**src/rtl/neuron_pkg.sv**
```systemverilog
// ============================================================================
// Module   : neuron_pkg
// Purpose  : Shared widths, FSM states and saturation limits for the neuron
//            multiply-accumulate stage.
// Revision : 1.0 - initial release
// ============================================================================
`default_nettype none

package neuron_pkg;

  localparam int DATA_W            = 16;
  localparam int FRAC_BITS_DEFAULT = 12;
  localparam int MAX_LEN_DEFAULT   = 256;

  localparam logic [DATA_W-1:0] SAT_MAX = 16'h7FFF;
  localparam logic [DATA_W-1:0] SAT_MIN = 16'h8000;

  typedef enum logic [0:0] {
    S_IDLE  = 1'b0,
    S_ACCUM = 1'b1
  } state_t;

  // Product is 32 bits; enough headroom on top to sum MAX_LEN of them.
  function automatic int acc_w(input int max_len);
    return 32 + $clog2(max_len);
  endfunction

endpackage

`default_nettype wire

```
**src/rtl/neuron_accumulate_if.sv**
```systemverilog
// ============================================================================
// Module   : neuron_accumulate_if
// Purpose  : Beat input and result output bundle of neuron_accumulate.
// Revision : 1.0 - initial release
// ============================================================================
`default_nettype none

interface neuron_accumulate_if;
  import neuron_pkg::*;

  logic                     valid_in;
  logic                     last_in;
  logic signed [DATA_W-1:0] x_in;
  logic signed [DATA_W-1:0] w_in;
  logic signed [DATA_W-1:0] bias_in;
  logic                     valid_out;
  logic        [DATA_W-1:0] data_out;
  logic                     sat_out;
  logic                     len_err_out;

  modport master (
    output valid_in, last_in, x_in, w_in, bias_in,
    input  valid_out, data_out, sat_out, len_err_out
  );

  modport slave (
    input  valid_in, last_in, x_in, w_in, bias_in,
    output valid_out, data_out, sat_out, len_err_out
  );

endinterface

`default_nettype wire

```
**src/rtl/neuron_accumulate_round_sat.sv**
```systemverilog
// ============================================================================
// Module   : round_sat
// Purpose  : Combinational round-half-up of an accumulator to Q3.12 with
//            clamping to the signed 16-bit range and a saturation flag.
// Revision : 1.0 - initial release
// ============================================================================
`default_nettype none

module round_sat
  import neuron_pkg::*;
#(
  parameter int FRAC_BITS = FRAC_BITS_DEFAULT,
  parameter int ACC_W     = 40
) (
  input  logic [ACC_W-1:0]  acc,
  output logic [DATA_W-1:0] data,
  output logic              sat
);

  localparam logic [ACC_W-1:0] c_half = ACC_W'(1) << (FRAC_BITS - 1);
  localparam logic signed [ACC_W-1:0] c_hi =
    {{(ACC_W-DATA_W){SAT_MAX[DATA_W-1]}}, SAT_MAX};
  localparam logic signed [ACC_W-1:0] c_lo =
    {{(ACC_W-DATA_W){SAT_MIN[DATA_W-1]}}, SAT_MIN};

  logic signed [ACC_W-1:0] w_sum;
  logic signed [ACC_W-1:0] w_r;

  // Adding half an LSB then flooring sends exact ties toward +inf.
  assign w_sum = acc + c_half;
  assign w_r   = w_sum >>> FRAC_BITS;

  always_comb begin
    data = w_r[DATA_W-1:0];
    sat  = 1'b0;
    if (w_r > c_hi) begin
      data = SAT_MAX;
      sat  = 1'b1;
    end else if (w_r < c_lo) begin
      data = SAT_MIN;
      sat  = 1'b1;
    end
  end

endmodule

`default_nettype wire

```
**src/rtl/neuron_accumulate.sv**
```systemverilog
// ============================================================================
// Module   : neuron_accumulate
// Purpose  : Streaming multiply-accumulate of (x, w) beats plus bias, rounded
//            and saturated to Q3.12 for the downstream sigmoid stage.
// Revision : 1.0 - initial release
// ============================================================================
`default_nettype none

module neuron_accumulate
  import neuron_pkg::*;
#(
  parameter int FRAC_BITS = FRAC_BITS_DEFAULT,
  parameter int MAX_LEN   = MAX_LEN_DEFAULT,
  parameter int ACC_W     = acc_w(MAX_LEN)
) (
  input  logic              clk,
  input  logic              rst_n,
  neuron_accumulate_if.slave bus
);

  localparam int c_cnt_w = $clog2(MAX_LEN + 2);
  localparam logic [c_cnt_w-1:0] c_cnt_max = c_cnt_w'(MAX_LEN);
  localparam logic [c_cnt_w-1:0] c_cnt_sat = c_cnt_w'(MAX_LEN + 1);

  // Stage 1: FSM and product register
  state_t              r_state;
  logic                r_s1_valid;
  logic                r_s1_first;
  logic                r_s1_last;
  logic [31:0]         r_s1_prod;
  logic [DATA_W-1:0]   r_s1_bias;

  logic [31:0]         w_x_ext;
  logic [31:0]         w_w_ext;
  logic [31:0]         w_prod;

  assign w_x_ext = {{(32-DATA_W){bus.x_in[DATA_W-1]}}, bus.x_in};
  assign w_w_ext = {{(32-DATA_W){bus.w_in[DATA_W-1]}}, bus.w_in};
  assign w_prod  = w_x_ext * w_w_ext;

  always_ff @(posedge clk) begin
    if (!rst_n) begin
      r_state    <= S_IDLE;
      r_s1_valid <= 1'b0;
      r_s1_first <= 1'b0;
      r_s1_last  <= 1'b0;
      r_s1_prod  <= '0;
      r_s1_bias  <= '0;
    end else begin
      r_s1_valid <= bus.valid_in;
      if (bus.valid_in) begin
        r_s1_first <= (r_state == S_IDLE);
        r_s1_last  <= bus.last_in;
        r_s1_prod  <= w_prod;
        r_s1_bias  <= bus.bias_in;
        case (r_state)
          S_IDLE:  if (!bus.last_in) r_state <= S_ACCUM;
          S_ACCUM: if (bus.last_in)  r_state <= S_IDLE;
          default: r_state <= S_IDLE;
        endcase
      end
    end
  end

  // Stage 2: accumulator and beat counter
  logic [ACC_W-1:0]    r_acc;
  logic [c_cnt_w-1:0]  r_cnt;
  logic                r_s2_last;
  logic                r_s2_len_err;

  logic [ACC_W-1:0]    w_prod_ext;
  logic [ACC_W-1:0]    w_bias_ext;
  logic [ACC_W-1:0]    w_acc_next;
  logic [c_cnt_w-1:0]  w_cnt_next;

  assign w_prod_ext = {{(ACC_W-32){r_s1_prod[31]}}, r_s1_prod};
  assign w_bias_ext = {{(ACC_W-DATA_W-FRAC_BITS){r_s1_bias[DATA_W-1]}},
                       r_s1_bias, {FRAC_BITS{1'b0}}};
  assign w_acc_next = (r_s1_first ? w_bias_ext : r_acc) + w_prod_ext;
  assign w_cnt_next = r_s1_first           ? c_cnt_w'(1) :
                      (r_cnt == c_cnt_sat) ? r_cnt       :
                                             r_cnt + c_cnt_w'(1);

  always_ff @(posedge clk) begin
    if (!rst_n) begin
      r_acc        <= '0;
      r_cnt        <= '0;
      r_s2_last    <= 1'b0;
      r_s2_len_err <= 1'b0;
    end else begin
      r_s2_last <= r_s1_valid & r_s1_last;
      if (r_s1_valid) begin
        r_acc        <= w_acc_next;
        r_cnt        <= w_cnt_next;
        r_s2_len_err <= (w_cnt_next > c_cnt_max);
      end
    end
  end

  // Snapshot of a finished sum, so a following first beat can reload r_acc
  // in the same cycle without corrupting the result on its way out.
  logic [ACC_W-1:0]    r_hold_acc;
  logic                r_hold_valid;
  logic                r_hold_len_err;

  always_ff @(posedge clk) begin
    if (!rst_n) begin
      r_hold_acc     <= '0;
      r_hold_valid   <= 1'b0;
      r_hold_len_err <= 1'b0;
    end else begin
      r_hold_valid <= r_s2_last;
      if (r_s2_last) begin
        r_hold_acc     <= r_acc;
        r_hold_len_err <= r_s2_len_err;
      end
    end
  end

  // Stage 3: round, clamp and register the result
  logic [DATA_W-1:0]   w_rs_data;
  logic                w_rs_sat;
  logic                r_valid_out;
  logic [DATA_W-1:0]   r_data_out;
  logic                r_sat_out;
  logic                r_len_err_out;

  round_sat #(
    .FRAC_BITS (FRAC_BITS),
    .ACC_W     (ACC_W)
  ) u_round_sat (
    .acc  (r_hold_acc),
    .data (w_rs_data),
    .sat  (w_rs_sat)
  );

  always_ff @(posedge clk) begin
    if (!rst_n) begin
      r_valid_out   <= 1'b0;
      r_data_out    <= '0;
      r_sat_out     <= 1'b0;
      r_len_err_out <= 1'b0;
    end else begin
      r_valid_out <= r_hold_valid;
      if (r_hold_valid) begin
        r_data_out    <= w_rs_data;
        r_sat_out     <= w_rs_sat;
        r_len_err_out <= r_hold_len_err;
      end
    end
  end

  assign bus.valid_out   = r_valid_out;
  assign bus.data_out    = r_data_out;
  assign bus.sat_out     = r_sat_out;
  assign bus.len_err_out = r_len_err_out;

endmodule

`default_nettype wire

```
**src/flat_wrapper.sv**
```systemverilog
// flat-port wrapper written by rule: the top's interface ports become plain ports
module neuron_accumulate_flat import neuron_pkg::*;
#(
  parameter int FRAC_BITS = FRAC_BITS_DEFAULT,
  parameter int MAX_LEN   = MAX_LEN_DEFAULT,
  parameter int ACC_W     = acc_w(MAX_LEN)
)
  (clk, rst_n, bus_valid_in, bus_last_in, bus_x_in, bus_w_in, bus_bias_in, bus_valid_out, bus_data_out, bus_sat_out, bus_len_err_out);
  neuron_accumulate_if bus_i ();
  input  logic clk;
  input  logic rst_n;
  input wire logic [$bits(bus_i.valid_in)-1:0] bus_valid_in;
  input wire logic [$bits(bus_i.last_in)-1:0] bus_last_in;
  input wire logic [$bits(bus_i.x_in)-1:0] bus_x_in;
  input wire logic [$bits(bus_i.w_in)-1:0] bus_w_in;
  input wire logic [$bits(bus_i.bias_in)-1:0] bus_bias_in;
  output wire logic [$bits(bus_i.valid_out)-1:0] bus_valid_out;
  output wire logic [$bits(bus_i.data_out)-1:0] bus_data_out;
  output wire logic [$bits(bus_i.sat_out)-1:0] bus_sat_out;
  output wire logic [$bits(bus_i.len_err_out)-1:0] bus_len_err_out;
  assign bus_i.valid_in = bus_valid_in;
  assign bus_i.last_in = bus_last_in;
  assign bus_i.x_in = bus_x_in;
  assign bus_i.w_in = bus_w_in;
  assign bus_i.bias_in = bus_bias_in;
  assign bus_valid_out = bus_i.valid_out;
  assign bus_data_out = bus_i.data_out;
  assign bus_sat_out = bus_i.sat_out;
  assign bus_len_err_out = bus_i.len_err_out;
  neuron_accumulate #(.FRAC_BITS(FRAC_BITS), .MAX_LEN(MAX_LEN), .ACC_W(ACC_W)) u_core (.clk(clk), .rst_n(rst_n), .bus(bus_i));
endmodule
```
**config.mk**
```make
export PLATFORM = sky130hd
export DESIGN_NAME = neuron_accumulate_flat
export DESIGN_NICKNAME = d
export VERILOG_FILES = /design/src/rtl/neuron_pkg.sv /design/src/rtl/neuron_accumulate_if.sv /design/src/rtl/neuron_accumulate_round_sat.sv /design/src/rtl/neuron_accumulate.sv /design/src/flat_wrapper.sv
export SDC_FILE = /design/constraint.sdc
export NUM_CORES = 1
export LEC_CHECK = 0
export CORE_ASPECT_RATIO = 0.75
export CORE_MARGIN = 2
export CORE_UTILIZATION = 58
export DETAILED_ROUTE_END_ITERATION = 12
export PLACE_DENSITY = 0.79
export SYNTH_ARGS = -nofsm -noshare
export SYNTH_HDL_FRONTEND = slang
export SYNTH_SLANG_ARGS = --single-unit
```
**constraint.sdc**
```tcl
create_clock -name clk -period 7 [get_ports clk]
set_input_delay 1.4 -clock clk [delete_from_list [all_inputs] [get_ports clk]]
set_output_delay 1.4 -clock clk [all_outputs]
set_load 0.01 [all_outputs]
```
==> flow_metrics.tcl <==
set metrics [dict create \
    slowest_stage "fa_1" \
    ys_top_cells_by_count "inv_1 (379), fa_1 (263), nand2_1 (214)" \
    grt_util_all_layers 0.283 \
    async_flop_share 0 \
    synth_most_common_cell "inv_1" \
    drc 0 \
    slew_headroom 0.355 \
    wl_per_cell_um 16.8 \
    dp.cells 2795 \
    start_util 0.589 \
    synth_fp_nets 2668 \
    synth_edf_count 0 \
    gp_congestion 0.930 \
    rows 57 \
    fmax_mhz 146 \
    finalCritPeriodShare 0.978 \
    grt_max_degree 100 \
    vias_per_cell 5.63 \
    crit_path_max_fanout 7 \
    antenna_found_initial 0 \
    setup_tns_ns 0 \
    setup_viol 0 \
    cp_top_family "adder cells" \
    fin_cells 2847 \
    dieArea_um2 34400 \
    synth_cell_types 78 \
    syn2layout_area_growth_pct 17.5 \
    pre_cts_slack_ns -0.620 \
    status "completed" \
    start_kind "input port" \
    hp-class "register to register" \
    cts_htree_levels 4 \
    slowest_delay_ns 0.57 \
    die_h_um 161 \
    crit_chain "clkdlybuf4s50_1 > buf_6 > and2_4 > fa_1 > inv_2 > fa_1 > fa_2 > fa_1 > inv_1 > fa_1 > inv_2 > fa_1 > inv_2 > ha_4 > and4_1 > nand3_1 > nand4_1 > buf_4 > o211ai_1 > a21boi_1 > o31ai_1 > mux2i_1 > a311o_1" \
    cpMostUsedCell "fa_1" \
    fin_crit_ns 6.84 \
    ys_top_cells_by_area "fa_1 (28%), dfxtp_1 (16%), ha_1 (8.1%), inv_1 (7.5%), mux2i_1 (4.5%)" \
    skew_ns 0.0104 \
    worst_slack_ns 0.156 \
    ios 71 \
    hold_buffers 0 \
    dp_hpwl_um 36400 \
    syn_area_per_cell_um2 8.56 \
    cp.depth 23 \
    regToRegStartpoint "u_core.r_s1_first" \
    first_global_vias 16600 \
    root_buffer "clkbuf_16" \
    drv_slew 0 \
    drt_iter0_markers 1091 \
    path_clk_slew_ns 0.06 \
    worstSetupPathType "input port to register" \
    drv_cap 0 \
    seq_area_frac_synth 0.161 \
    rrSetupSlack_ns 3.10 \
    layout-drive-gt1-share 0.136 \
    grt_pass1_wl_um 79100 \
    cts_tree "built" \
    ys_warn_count 0 \
    synth_top_cell_by_area "fa_1" \
    drt_pre_antenna_iters 5 \
    r2r-end "u_core.r_acc[38]" \
    worst_pin_slew_ns 0.967 \
    hold_viol 0 \
    cts.sinks 153 \
    yosysTopAreaCellShare 0.276 \
    vias 16000 \
    rsz0062_at_grt "yes" \
    cp-startpoint "bus_x_in[6]" \
    diodes 0 \
    crit_arrival_ns 7.16 \
    cts_made_buffers 17 \
    overflow 0 \
    portBuffers 70 \
    routed_wirelength_um 47800 \
    fin_nets 2832 \
    clk_path_buf_depth 2 \
    crit_required_ns 7.32 \
    ys_ff_latch 153 \
    path_buf_inv 7 \
    cp-endpoint "u_core.r_s1_prod[19]" \
    clk-insertion-delay-late_ns 0.44 \
    postRouteAntennaNets 0 \
    cp-end-kind "register" \
    synth_ff_type "dfxtp_1" \
    core_area_um2 32400 \
    synthCells 2229 \
    ff2ff_path_depth 11 \
    syn_area_um2 19100 \
    chipWidth_um 213 \
]
## state kept, by name, summed over array words and instances, names as in the netlist, 9 cells and up
name,count
u_core.r_hold_acc,29
u_core.r_acc,40
u_core.r_s1_bias,16
u_core.r_cnt,9
u_core.r_s1_prod,32
u_core.bus.data_out,16
## metal layers
metal,share of wire,GRT usage,vias up,wire [um]
li1,-,-,7524,-
met1,0.44,0.392,7990,21000
met2,0.48,0.467,466,22800
met4,0.013,0.0682,0,611
met5,0,0,-,0
met3,0.071,0.0471,60,3400
## worst min-delay path: stages, from the launching register on
cell     delay (ns)
dfxtp_1        0.32
nand2_1        0.06
a21oi_1        0.05
## layout make-up
type | instances | area [um2]
Multi-Input combinational cell | 1592 | 14500
Fill cell | 2520 | 9970
Sequential cell | 153 | 3070
Timing Repair Buffer | 250 | 2220
Inverter | 379 | 1430
Tap cell | 442 | 553
Clock buffer | 18 | 439
Clock inverter | 13 | 194
## worst min-delay path by stage
stage,start,endpoint,cells after the start
final,u_core.r_acc[32],u_core.r_acc[32],2
after floorplan,u_core.r_s2_len_err,u_core.r_s2_len_err,2
after CTS,u_core.r_s1_prod[25],u_core.r_s1_prod[25],2
after global routing,u_core.r_s1_last,u_core.r_s2_last,1
after global placement,u_core.r_s1_prod[0],u_core.r_s1_prod[0],2
after detailed placement,u_core.r_s1_prod[26],u_core.r_s1_prod[26],2
## timing repair
item                       in CTS  in global routing
pin swaps                      19                 84
gates cloned                    0                  9
buffers inserted                4                  8
resized for setup              26                 94
setup endpoints to repair      11                 16
## cells by family (layout without fill, tap and decap cells)
group,Yosys count,count (layout),share of synthesized area
and+or+nand+nor,715,715,0.183
muxes,103,103,0.0552
AOI/OAI and AO/OA,312,312,0.113
xor gates and xnor gates,75,75,0.0344
buffers and inverters,484,660,0.0972
DFF,153,153,0.161
adders and majority gates,387,387,0.357
## cells in the final DEF (no fill, tap or decap), types with 51 or more instances in the layout
cell type | synthesis | layout
buf_4 | 1 | 148
a21oi_1 | 73 | 65
dfxtp_1 | 153 | 150
ha_1 | 124 | 108
and2_1 | 123 | 122
nand3_1 | 63 | 62
o21ai_0 | 56 | 51
nand2_1 | 214 | 209
mux2i_1 | 85 | 85
nor2_1 | 165 | 163
fa_1 | 263 | 254
inv_1 | 379 | 366
## per-stage QoR
| step | cell area (um2) | hold slack [ns] | util |
|---|---|---|---|
| after floorplan | 19100 | 0.436 | - |
| after global placement | 21200 | 0.461 | 0.653 |
| after detailed placement | 21200 | 0.466 | 0.653 |
| after CTS | 21900 | 0.476 | 0.677 |
| after global routing | 22400 | 0.489 | 0.692 |
| final | 22400 | 0.478 | 0.692 |
Power is left out: the tool's default activity adds up to more than one toggle a clock period on the data nets, which glitch-free logic cannot reach.
==> edit, RTL diff (same settings) <==
Compare `r_cnt` against `c_cnt_sat` with >= in place of ==.
--- a/src/rtl/neuron_accumulate.sv
+++ b/src/rtl/neuron_accumulate.sv
@@ -78,7 +78,7 @@
                        r_s1_bias, {FRAC_BITS{1'b0}}};
   assign w_acc_next = (r_s1_first ? w_bias_ext : r_acc) + w_prod_ext;
   assign w_cnt_next = r_s1_first           ? c_cnt_w'(1) :
-                      (r_cnt == c_cnt_sat) ? r_cnt       :
+                      (r_cnt >= c_cnt_sat) ? r_cnt       :
                                              r_cnt + c_cnt_w'(1);
 
   always_ff @(posedge clk) begin
Behaviour: same outputs for any inputs over 4 cycles, from zero or initial values and one cycle with rst_n low; that may be too few to reach the edited logic, so the function may still have changed.
==> edit against the unedited design <==
The flow now finishes with violations (setup timing). Count of clock-buffer cells in the layout is 1 lower. Routed wire length is 3.7% lower. Setup slack worse by 0.17 ns. Sequential cell count stayed put. Area after synthesis is 3.0% lower. Synthesized cell count is 6.1% lower. Final area is 1.2% lower. Critical path type unchanged.
Power is left out: the tool's default activity adds up to more than one toggle a clock period on the data nets, which glitch-free logic cannot reach.
==> edit: results (changes against the unedited design) <==
- Status: finished, violations left
- Failing checks: setup timing
- Compound-gate portion of the synthesized area: 10.86% (-0.41 points)
- First-pass GRT wire length: 76560 um (-3.2%)
- Seq/Total Area, Yosys: 16.55% (+0.50 points)
- Final nets: 2765 (-2.4%)
- Crit path arrival time: 7.39 ns (+0.23 ns)
- Crit-path max FO: 4 (-3)
- Clk Latency, worst-skew pair: 0.44 ns (about the same)
- Placed Cells: 2673 (-4.4%)
- Largest net degree at the start of global routing: 73 (-27%)
- Clk_skew: 0.01011 ns (-0.0002528 ns)
- Post-DP HPWL: 34610 um (-5.0%)
- Reg clk slew, reported paths: 0.08 ns (+0.02 ns)
- Synth Area in Adders: 36.84% (+1.1 points)
- Vias in the first global route: 16220 (-2.5%)
- Pre-CTS setup slack: -0.9749 ns (-0.3549 ns)
- Avg WL per Cell: 16.77 um (about the same)
- Synth top cells by count: inv_1, fa_1, nand2_1
- Drt first-iter violations: 1172 (+7.4%)
- Ratio of cells with drive above 1 in the final layout: 18.34% (+4.7 points)
- Post-synthesis mux area share: 5.923% (+0.40 points)
- Top cells by area, synth: fa_1, dfxtp_1, ha_1
- Total GRT Usage: 28.46% (+0.12 points)
- Drt pass-1 iters: 6 (+1)
- Final Setup Violations: 1 (+1)
- GPL Wtd Cong: 0.9219 (-0.86%)
- Setup TNS: -0.01708 ns (-0.01708 ns)
- Xor/xnor cell area share of the yosys netlist: 4.490% (+1.0 points)
- Routed WL: 46050 um (-3.7%)
- Final worst slack: -0.01708 ns (-0.1726 ns)
- Vias per cell: 5.566 (-1.2%)
- Max-slew headroom: 26.53% (-9.0 points)
edit: cell count changes after synthesis, sizes merged, moves of 9 or more:
cell,delta
a211oi,+11
a21o,+11
buf,-14
clkbuf,-10
inv,-20
nand2,-22
nand3,-34
o211ai,-10
o21a,-9
or3,-20
xnor2,+16
edit: kinds of logic after synthesis:
logic type | after synthesis
muxes | 107
adders and majority gates | 387
DFF | 153
buffers and inverters | 441
and+or+nand+nor | 621
AOI/OAI and AO/OA | 290
xor gates and xnor gates | 94
edit: final timing paths:
check,slack (ns),endpoint,from,depth (start not counted)
hold / removal,0.46,u_core.bus.data_out[0],u_core.bus.data_out[0],2
setup reg to reg,2.87,u_core.r_acc[39],u_core.r_s1_first,13
hold reg to reg,0.46,u_core.bus.data_out[0],u_core.bus.data_out[0],2
setup / recovery,-0.02,u_core.r_s1_prod[29],bus_w_in[11],25
edit: critical path, cell delays in order:
cell      delay (ns)
clkbuf_2        0.08
buf_6           0.13
and2_4          0.16
fa_2            0.56
inv_2           0.04
fa_1            0.54
inv_2           0.06
fa_1            0.59
fa_2            0.48
fa_1            0.58
inv_2           0.05
fa_1            0.52
inv_2           0.05
ha_4            0.17
a211oi_4        0.29
nand2_2         0.13
buf_6           0.14
o22ai_4         0.20
a211oi_4        0.09
o41ai_4         0.42
a211oi_2        0.13
a211oi_2        0.17
xnor2_1         0.17
mux2i_1         0.11
nor2_1          0.12
edit: layer usage:
layer	wire (um)	GRT usage (%)
met1	19440	36.43
met5	0	0
met3	2801	4.379
met2	22670	50.36
met4	1137	8.173
edit: stage by stage:
stage | hold WS [ns] | area, um^2
6_report | 0.4613 | 22150
5_1_grt | 0.4798 | 22150
4_1_cts | 0.4622 | 21850
3_5_place_dp | 0.4443 | 20820
3_3_place_gp | 0.4503 | 20820
2_1_floorplan | 0.4315 | 18550
edit: area by class of cell:
| type | instances | area (um^2) |
|---|---|---|
| well taps | 406 | 508.0 |
| repair buffers | 295 | 2437 |
| flip-flops and latches | 153 | 3064 |
| fillers | 2260 | 9175 |
| multi-input cells | 1499 | 14170 |
| clock inverters | 15 | 180.2 |
| inverters | 360 | 1355 |
| clock buffers | 17 | 425.4 |
edit: repair_timing:
action,4_1_cts,5_1_grt
pin swaps,81,60
gates resized for setup,93,133
setup buffers,18,24
endpoints found under the setup margin,17,15
